===== config.mk =====
export PLATFORM = sky130hd
export DESIGN_NAME = rvx_spi_subordinate
export DESIGN_NICKNAME = d
export VERILOG_FILES = /design/src/rtl/rvx_spi_subordinate_pkg.sv /design/src/rtl/rvx_spi_input_synchronizer.sv /design/src/rtl/rvx_spi_subordinate.sv
export SDC_FILE = /design/constraint.sdc
export NUM_CORES = 1
export LEC_CHECK = 0
export BUFFER_PORTS_ARGS = -buffer_cell sky130_fd_sc_hd__buf_2
export CAP_MARGIN = 10
export CORE_UTILIZATION = 50
export CTS_CLUSTER_SIZE = 40
export DETAILED_ROUTE_END_ITERATION = 10
export MAX_ROUTING_LAYER = met4
export PLACE_DENSITY_LB_ADDON = 0.05
export SYNTH_ARGS = -nofsm -noshare
export SYNTH_HDL_FRONTEND = slang
export SYNTH_SLANG_ARGS = --single-unit

===== constraint.sdc =====
create_clock -name clk_i -period 1.9 [get_ports clk_i]
set_clock_uncertainty 0.2 [all_clocks]
set_input_delay 0.285 -clock clk_i [delete_from_list [all_inputs] [get_ports clk_i]]
set_output_delay 0.285 -clock clk_i [all_outputs]
set_load 0.01 [all_outputs]

===== src/rtl/rvx_spi_subordinate_pkg.sv =====
// Shared SPI constants for the rvx SPI blocks.
// Mode encodings are {cpol, cpha}.
package rvx_spi_subordinate_pkg;

  localparam logic [1:0] SPI_MODE_0 = 2'b00;
  localparam logic [1:0] SPI_MODE_1 = 2'b01;
  localparam logic [1:0] SPI_MODE_2 = 2'b10;
  localparam logic [1:0] SPI_MODE_3 = 2'b11;

endpackage


===== src/rtl/rvx_spi_input_synchronizer.sv =====
// Multi-stage synchronizer for asynchronous SPI pins.
// One extra delayed copy of the synchronized value yields rise and fall strobes.
module rvx_spi_input_synchronizer #(
  parameter int unsigned     WIDTH       = 3,
  parameter int unsigned     SYNC_STAGES = 2,
  parameter logic [WIDTH-1:0] RESET_VAL  = '0
) (
  input  logic             clk_i,
  input  logic             rst_ni,
  input  logic [WIDTH-1:0] async_i,
  output logic [WIDTH-1:0] sync_o,
  output logic [WIDTH-1:0] rise_o,
  output logic [WIDTH-1:0] fall_o
);

  logic [WIDTH-1:0] stage_q [SYNC_STAGES];
  logic [WIDTH-1:0] dly_q;

  always_ff @(posedge clk_i or negedge rst_ni) begin
    if (!rst_ni) begin
      for (int unsigned i = 0; i < SYNC_STAGES; i++) begin
        stage_q[i] <= RESET_VAL;
      end
      dly_q <= RESET_VAL;
    end else begin
      stage_q[0] <= async_i;
      for (int unsigned i = 1; i < SYNC_STAGES; i++) begin
        stage_q[i] <= stage_q[i-1];
      end
      dly_q <= stage_q[SYNC_STAGES-1];
    end
  end

  assign sync_o = stage_q[SYNC_STAGES-1];
  assign rise_o = stage_q[SYNC_STAGES-1] & ~dly_q;
  assign fall_o = ~stage_q[SYNC_STAGES-1] & dly_q;

endmodule


===== src/rtl/rvx_spi_subordinate.sv =====
// SPI subordinate: oversampled sclk/mosi/cs, modes 0-3, MSB first, one-entry TX holding
// register and an RX data register with valid/ready handshakes.
module rvx_spi_subordinate
  import rvx_spi_subordinate_pkg::*;
#(
  parameter int unsigned           DATA_WIDTH  = 8,
  parameter int unsigned           SYNC_STAGES = 2,
  parameter logic [DATA_WIDTH-1:0] FILL_DATA   = 8'hFF
) (
  input  logic                  clk_i,
  input  logic                  rst_ni,
  input  logic                  cpol_i,
  input  logic                  cpha_i,
  input  logic                  sclk_i,
  input  logic                  mosi_i,
  input  logic                  cs_i,
  output logic                  miso_o,
  output logic                  miso_oe_o,
  input  logic [DATA_WIDTH-1:0] tx_data_i,
  input  logic                  tx_valid_i,
  output logic                  tx_ready_o,
  output logic [DATA_WIDTH-1:0] rx_data_o,
  output logic                  rx_valid_o,
  input  logic                  rx_ready_i,
  output logic                  rx_overrun_o,
  output logic                  tx_underrun_o,
  output logic                  busy_o
);

  localparam int unsigned CntW = (DATA_WIDTH > 2) ? $clog2(DATA_WIDTH) : 1;
  localparam logic [CntW-1:0] LastBit = CntW'(DATA_WIDTH - 1);

  typedef enum logic [1:0] {StIdle, StLoad, StShift} state_e;

  // Synchronized pins, bit order {cs, mosi, sclk}; cs resets to its idle (high) level.
  logic [2:0] pin_sync, pin_rise, pin_fall;

  rvx_spi_input_synchronizer #(
    .WIDTH       (3),
    .SYNC_STAGES (SYNC_STAGES),
    .RESET_VAL   (3'b100)
  ) u_sync (
    .clk_i   (clk_i),
    .rst_ni  (rst_ni),
    .async_i ({cs_i, mosi_i, sclk_i}),
    .sync_o  (pin_sync),
    .rise_o  (pin_rise),
    .fall_o  (pin_fall)
  );

  logic cs_sync, mosi_sync, sclk_rise, sclk_fall;
  logic unused_pin_edges;
  assign cs_sync          = pin_sync[2];
  assign mosi_sync        = pin_sync[1];
  assign sclk_rise        = pin_rise[0];
  assign sclk_fall        = pin_fall[0];
  assign unused_pin_edges = ^{pin_sync[0], pin_rise[2:1], pin_fall[2:1]};

  state_e                state_q;
  logic [CntW-1:0]       bit_cnt_q;
  logic [DATA_WIDTH-1:0] rx_shift_q, tx_shift_q, rx_data_q;
  logic [DATA_WIDTH-1:0] hold_q, hold_d;
  logic                  hold_full_q, hold_full_d;
  logic                  rx_valid_q, rx_overrun_q, tx_underrun_q;
  logic                  first_edge_q, reload_pend_q;

  logic                  sample_edge, shift_edge, load_req;
  logic [DATA_WIDTH-1:0] load_word, rx_frame;

  always_comb begin
    sample_edge = 1'b0;
    shift_edge  = 1'b0;
    unique case ({cpol_i, cpha_i})
      SPI_MODE_0, SPI_MODE_3: begin
        sample_edge = sclk_rise;
        shift_edge  = sclk_fall;
      end
      SPI_MODE_1, SPI_MODE_2: begin
        sample_edge = sclk_fall;
        shift_edge  = sclk_rise;
      end
      default: ;
    endcase
  end

  // A reload pulls from the holding register as it stood before this cycle's write.
  always_comb begin
    load_req = 1'b0;
    if (!cs_sync) begin
      if (state_q == StLoad) begin
        load_req = 1'b1;
      end else if (state_q == StShift && shift_edge) begin
        if (!cpha_i) load_req = reload_pend_q;
        else         load_req = (bit_cnt_q == '0) && !first_edge_q;
      end
    end
    load_word = hold_full_q ? hold_q : FILL_DATA;
    rx_frame  = {rx_shift_q[DATA_WIDTH-2:0], mosi_sync};
  end

  always_comb begin
    hold_d      = hold_q;
    hold_full_d = hold_full_q;
    if (load_req && hold_full_q) hold_full_d = 1'b0;
    if (tx_valid_i && !hold_full_q) begin
      hold_d      = tx_data_i;
      hold_full_d = 1'b1;
    end
  end

  always_ff @(posedge clk_i or negedge rst_ni) begin
    if (!rst_ni) begin
      hold_q      <= '0;
      hold_full_q <= 1'b0;
    end else begin
      hold_q      <= hold_d;
      hold_full_q <= hold_full_d;
    end
  end

  always_ff @(posedge clk_i or negedge rst_ni) begin
    if (!rst_ni) begin
      state_q       <= StIdle;
      bit_cnt_q     <= '0;
      rx_shift_q    <= '0;
      tx_shift_q    <= '0;
      rx_data_q     <= '0;
      rx_valid_q    <= 1'b0;
      rx_overrun_q  <= 1'b0;
      tx_underrun_q <= 1'b0;
      first_edge_q  <= 1'b0;
      reload_pend_q <= 1'b0;
    end else begin
      rx_overrun_q  <= 1'b0;
      tx_underrun_q <= load_req && !hold_full_q;
      if (rx_valid_q && rx_ready_i) rx_valid_q <= 1'b0;

      case (state_q)
        StIdle: begin
          bit_cnt_q  <= '0;
          rx_shift_q <= '0;
          if (!cs_sync) state_q <= StLoad;
        end
        StLoad: begin
          if (cs_sync) begin
            state_q <= StIdle;
          end else begin
            tx_shift_q    <= load_word;
            bit_cnt_q     <= '0;
            first_edge_q  <= 1'b1;
            reload_pend_q <= 1'b0;
            state_q       <= StShift;
          end
        end
        StShift: begin
          if (cs_sync) begin
            // Abort: partial frame and shifter contents are discarded.
            state_q    <= StIdle;
            bit_cnt_q  <= '0;
            rx_shift_q <= '0;
            tx_shift_q <= '0;
          end else begin
            if (sample_edge) begin
              rx_shift_q <= rx_frame;
              if (bit_cnt_q == LastBit) begin
                bit_cnt_q     <= '0;
                reload_pend_q <= 1'b1;
                if (!rx_valid_q || rx_ready_i) begin
                  rx_data_q  <= rx_frame;
                  rx_valid_q <= 1'b1;
                end else begin
                  rx_overrun_q <= 1'b1;
                end
              end else begin
                bit_cnt_q <= bit_cnt_q + CntW'(1);
              end
            end
            if (shift_edge) begin
              first_edge_q <= 1'b0;
              if (load_req) begin
                tx_shift_q    <= load_word;
                reload_pend_q <= 1'b0;
              end else if (!(cpha_i && first_edge_q)) begin
                tx_shift_q <= {tx_shift_q[DATA_WIDTH-2:0], 1'b0};
              end
            end
          end
        end
        default: state_q <= StIdle;
      endcase
    end
  end

  assign miso_o        = tx_shift_q[DATA_WIDTH-1] & ~cs_sync;
  assign miso_oe_o     = ~cs_sync;
  assign busy_o        = ~cs_sync;
  assign tx_ready_o    = ~hold_full_q;
  assign rx_data_o     = rx_data_q;
  assign rx_valid_o    = rx_valid_q;
  assign rx_overrun_o  = rx_overrun_q;
  assign tx_underrun_o = tx_underrun_q;

endmodule

==> results.json <==
{
  "hold_viol": 0,
  "final_util_pct": 70.0,
  "whs_path_depth": 2,
  "vias": 1632,
  "ys_types": 38,
  "synth_top_area_share_pct": 52.8,
  "detailedPlace.worstSlack_ps": -95.8,
  "r2r_setup_slack_ps": -100,
  "drtIter0Drc": 78,
  "worstPathRequired_ps": 1880,
  "portBuffers": 31,
  "reg2reg_from": "state_q[0]",
  "synthArstFlopShare_pct": 100,
  "dp_hpwl_mm": 3.08,
  "path_cells": "inv_2, ha_4, or2b_4, o311ai_4, buf_6, a21oi_4, nor2_1, a31oi_1",
  "synth_top_cell_by_area": "dfrtp_1",
  "drt-total-wl_mm": 4.57,
  "drt_pass1_iterations": 4,
  "max_freq_mhz": 500,
  "coreArea_mm2": 0.00414,
  "start_util_pct": 53.7,
  "yosys_warnings": 0,
  "synth_top_flop_cell": "dfrtp_1",
  "setup_ws_ps": -101,
  "hold_path_end": "hold_q[1]",
  "hp-start": "tx_data_i[1]",
  "rows": 23,
  "design_area_mm2": 0.00290,
  "relSlewSlack_pct": 75.8,
  "die_area_mm2": 0.00472,
  "start_kind": "flip-flop",
  "die_w_um": 68.7,
  "path_clk_slew_ps": 90,
  "setup_viol": 11,
  "drive_gt1_share_pct": 41.6,
  "nets": 278,
  "antenna_found_initial": 0,
  "htree_levels": 2,
  "place.gp.congestion": 0.949,
  "max_cap_violations": 0,
  "clockRootBuffer": "clkbuf_8",
  "clock_path_buffers": 2,
  "slew_violations": 0,
  "ys_seq_area_share_pct": 55.2,
  "fp.dieH_um": 68.7,
  "synth-seq-cells": 49,
  "remaining_drc_errors": 0,
  "ir_drop_uv": 696,
  "synthToLayoutAreaGrowth_pct": 30.4,
  "synth_area_leaders": "dfrtp_1, mux2_2, nand2_1",
  "vias_per_cell": 5.35,
  "crit_slowest_cell": "dfrtp_1",
  "p_leak_uw": 0.00137,
  "io_pins": 32,
  "power.density_mw_per_mm2": 1290,
  "n_antenna_cell": 0,
  "fillers": 301,
  "yosysMostFrequentCell": "dfrtp_1",
  "rsz0062_at_grt": "true",
  "ant_nets": 0,
  "worstSetupEndpointType": "flip-flop",
  "hold_class": "primary input to flip-flop",
  "grt_max_degree": 19,
  "post-route-min-period_ps": 2000,
  "yosys-top-cells-count": "dfrtp_1, nand2_1, o21ai_0, mux2_2",
  "syn-mean-instance-area_um2": 11.5,
  "routedWlPerCell_um": 15.0,
  "dpl-instance-area_mm2": 0.00255,
  "worst_slew_pin_slew_ps": 356,
  "stdcell_count": 305,
  "insertion_delay_ps": 300,
  "worstReg2RegEnd": "tx_shift_q[4]",
  "dp_cells": 282,
  "clock-sinks": 49,
  "synth-edff-count": 0,
  "synthCells": 193,
  "cts_tree": "yes",
  "cp_num_buf_inv": 2,
  "synth_fp_nets": 217,
  "violations": "negative setup slack",
  "syn_area_mm2": 0.00223,
  "overflow": 0,
  "crit_type": "flip-flop to flip-flop",
  "crit_arrival_ps": 1980,
  "grtUsageTotal_pct": 21.6,
  "outcome": "finished, violations left",
  "grt_pass1_vias": 1534,
  "crit_family": "compound AO/OA/AOI/OAI gates",
  "cts-buffers-inserted": 5,
  "path_max_fanout": 7,
  "fin_crit_sh_pct": 105,
  "cpPeakStageDelay_ps": 430,
  "grt_pass1_wl_mm": 7.04,
  "r2r.worst_path.cells": 8
}
==> worst max-delay path by stage <==
stage	start	endpoint	cells past startpoint
floorplan	state_q[1]	tx_shift_q[7]	9
global placement	bit_cnt_q[0]	tx_shift_q[5]	7
detailed placement	bit_cnt_q[0]	tx_shift_q[7]	7
CTS	bit_cnt_q[0]	tx_shift_q[2]	7
global route	state_q[0]	tx_shift_q[4]	8
finish	state_q[0]	tx_shift_q[4]	8
==> state kept, by name, indices dropped and copies added, names as in the netlist <==
| signal | flops |
|---|---|
| bit_cnt_q | 3 |
| first_edge_q | 1 |
| hold_full_q | 1 |
| hold_q | 8 |
| reload_pend_q | 1 |
| rx_data_o | 8 |
| rx_overrun_o | 1 |
| rx_shift_q | 7 |
| rx_valid_o | 1 |
| state_q | 2 |
| tx_shift_q | 8 |
| tx_underrun_o | 1 |
| u_sync.dly_q | 1 |
| u_sync.stage_q | 3 |
| u_sync.sync_o | 3 |
==> cell families (layout without fill, tap and decap cells) <==
logic type	Yosys count	after routing	share of synthesized area [%]
buffers and inverters	17	77	3.32
xor gates and xnor gates	1	1	0.731
AOI/OAI and AO/OA	43	45	13.2
DFF	49	49	55.2
adders and majority gates	7	7	3.93
muxes	23	23	12.3
and+or+nand+nor	53	53	11.4
==> layer usage <==
metal  global-route usage [%]  wire length, um  share of wire (%)
met2                     35.3             2290                 50
met4                     7.40               24               0.52
met1                     26.0             2060                 45
met5                        -                0                  0
met3                     5.76              193                4.2
==> layout by cell type (no fill, tap or decap), drive strengths merged, types with 2 or more instances in the layout <==
master       instances
nor2b                3
ha                   7
nand3                2
a21oi                5
o21ai               22
mux2i                5
dfstp                2
buf                 56
mux2                18
inv                  9
nand2               30
dlygate4sd3          4
o22ai                2
nand2b               4
a31oi                9
or2b                 2
nor2                 8
clkbuf               6
dfrtp               47
==> worst register-to-register path: cells and delay by family, from the launching register on <==
kind | cells | cell delay, ps
AOI/OAI and AO/OA | 3 | 440
adders and majority gates | 1 | 150
buffers and inverters | 2 | 270
DFF | 1 | 430
and+or+nand+nor | 2 | 400
==> area by class of cell <==
class / instances / area [um2] / share of cell area (%)
clock buffer: 6 / 72.6 / 2.50
clock inverter: 2 / 38.8 / 1.34
inverter: 9 / 33.8 / 1.16
multi-input combinational: 129 / 1070 / 37.0
sequential: 49 / 1230 / 42.3
tap: 50 / 62.6 / 2.16
timing repair buffer: 60 / 390 / 13.5
==> metrics by stage <==
step	hold WS [ps]	TNS, ps	power [uW]
finish	18.6	-436	3730
global route	2.63	-1490	3990
CTS	9.83	-128	3510
detailed placement	9.18	-994	2690
global placement	2.01	-1.20	2610
floorplan	-211	-109	2390
==> what timing repair did <==
action,CTS,global route
pin swaps,4,6
gates resized for setup,6,20
cloned,0,2
hold buffers,4,0
endpoints found under the hold margin,16,0
setup endpoints to repair,21,22
buffers inserted,5,4
==> where the power goes <==
group	internal, uW	switching [uW]	total, uW
clock	395	326	722
sequential	1270	142	1410
combinational	751	844	1600
No activity file was read; power rests on OpenSTA's default activity.
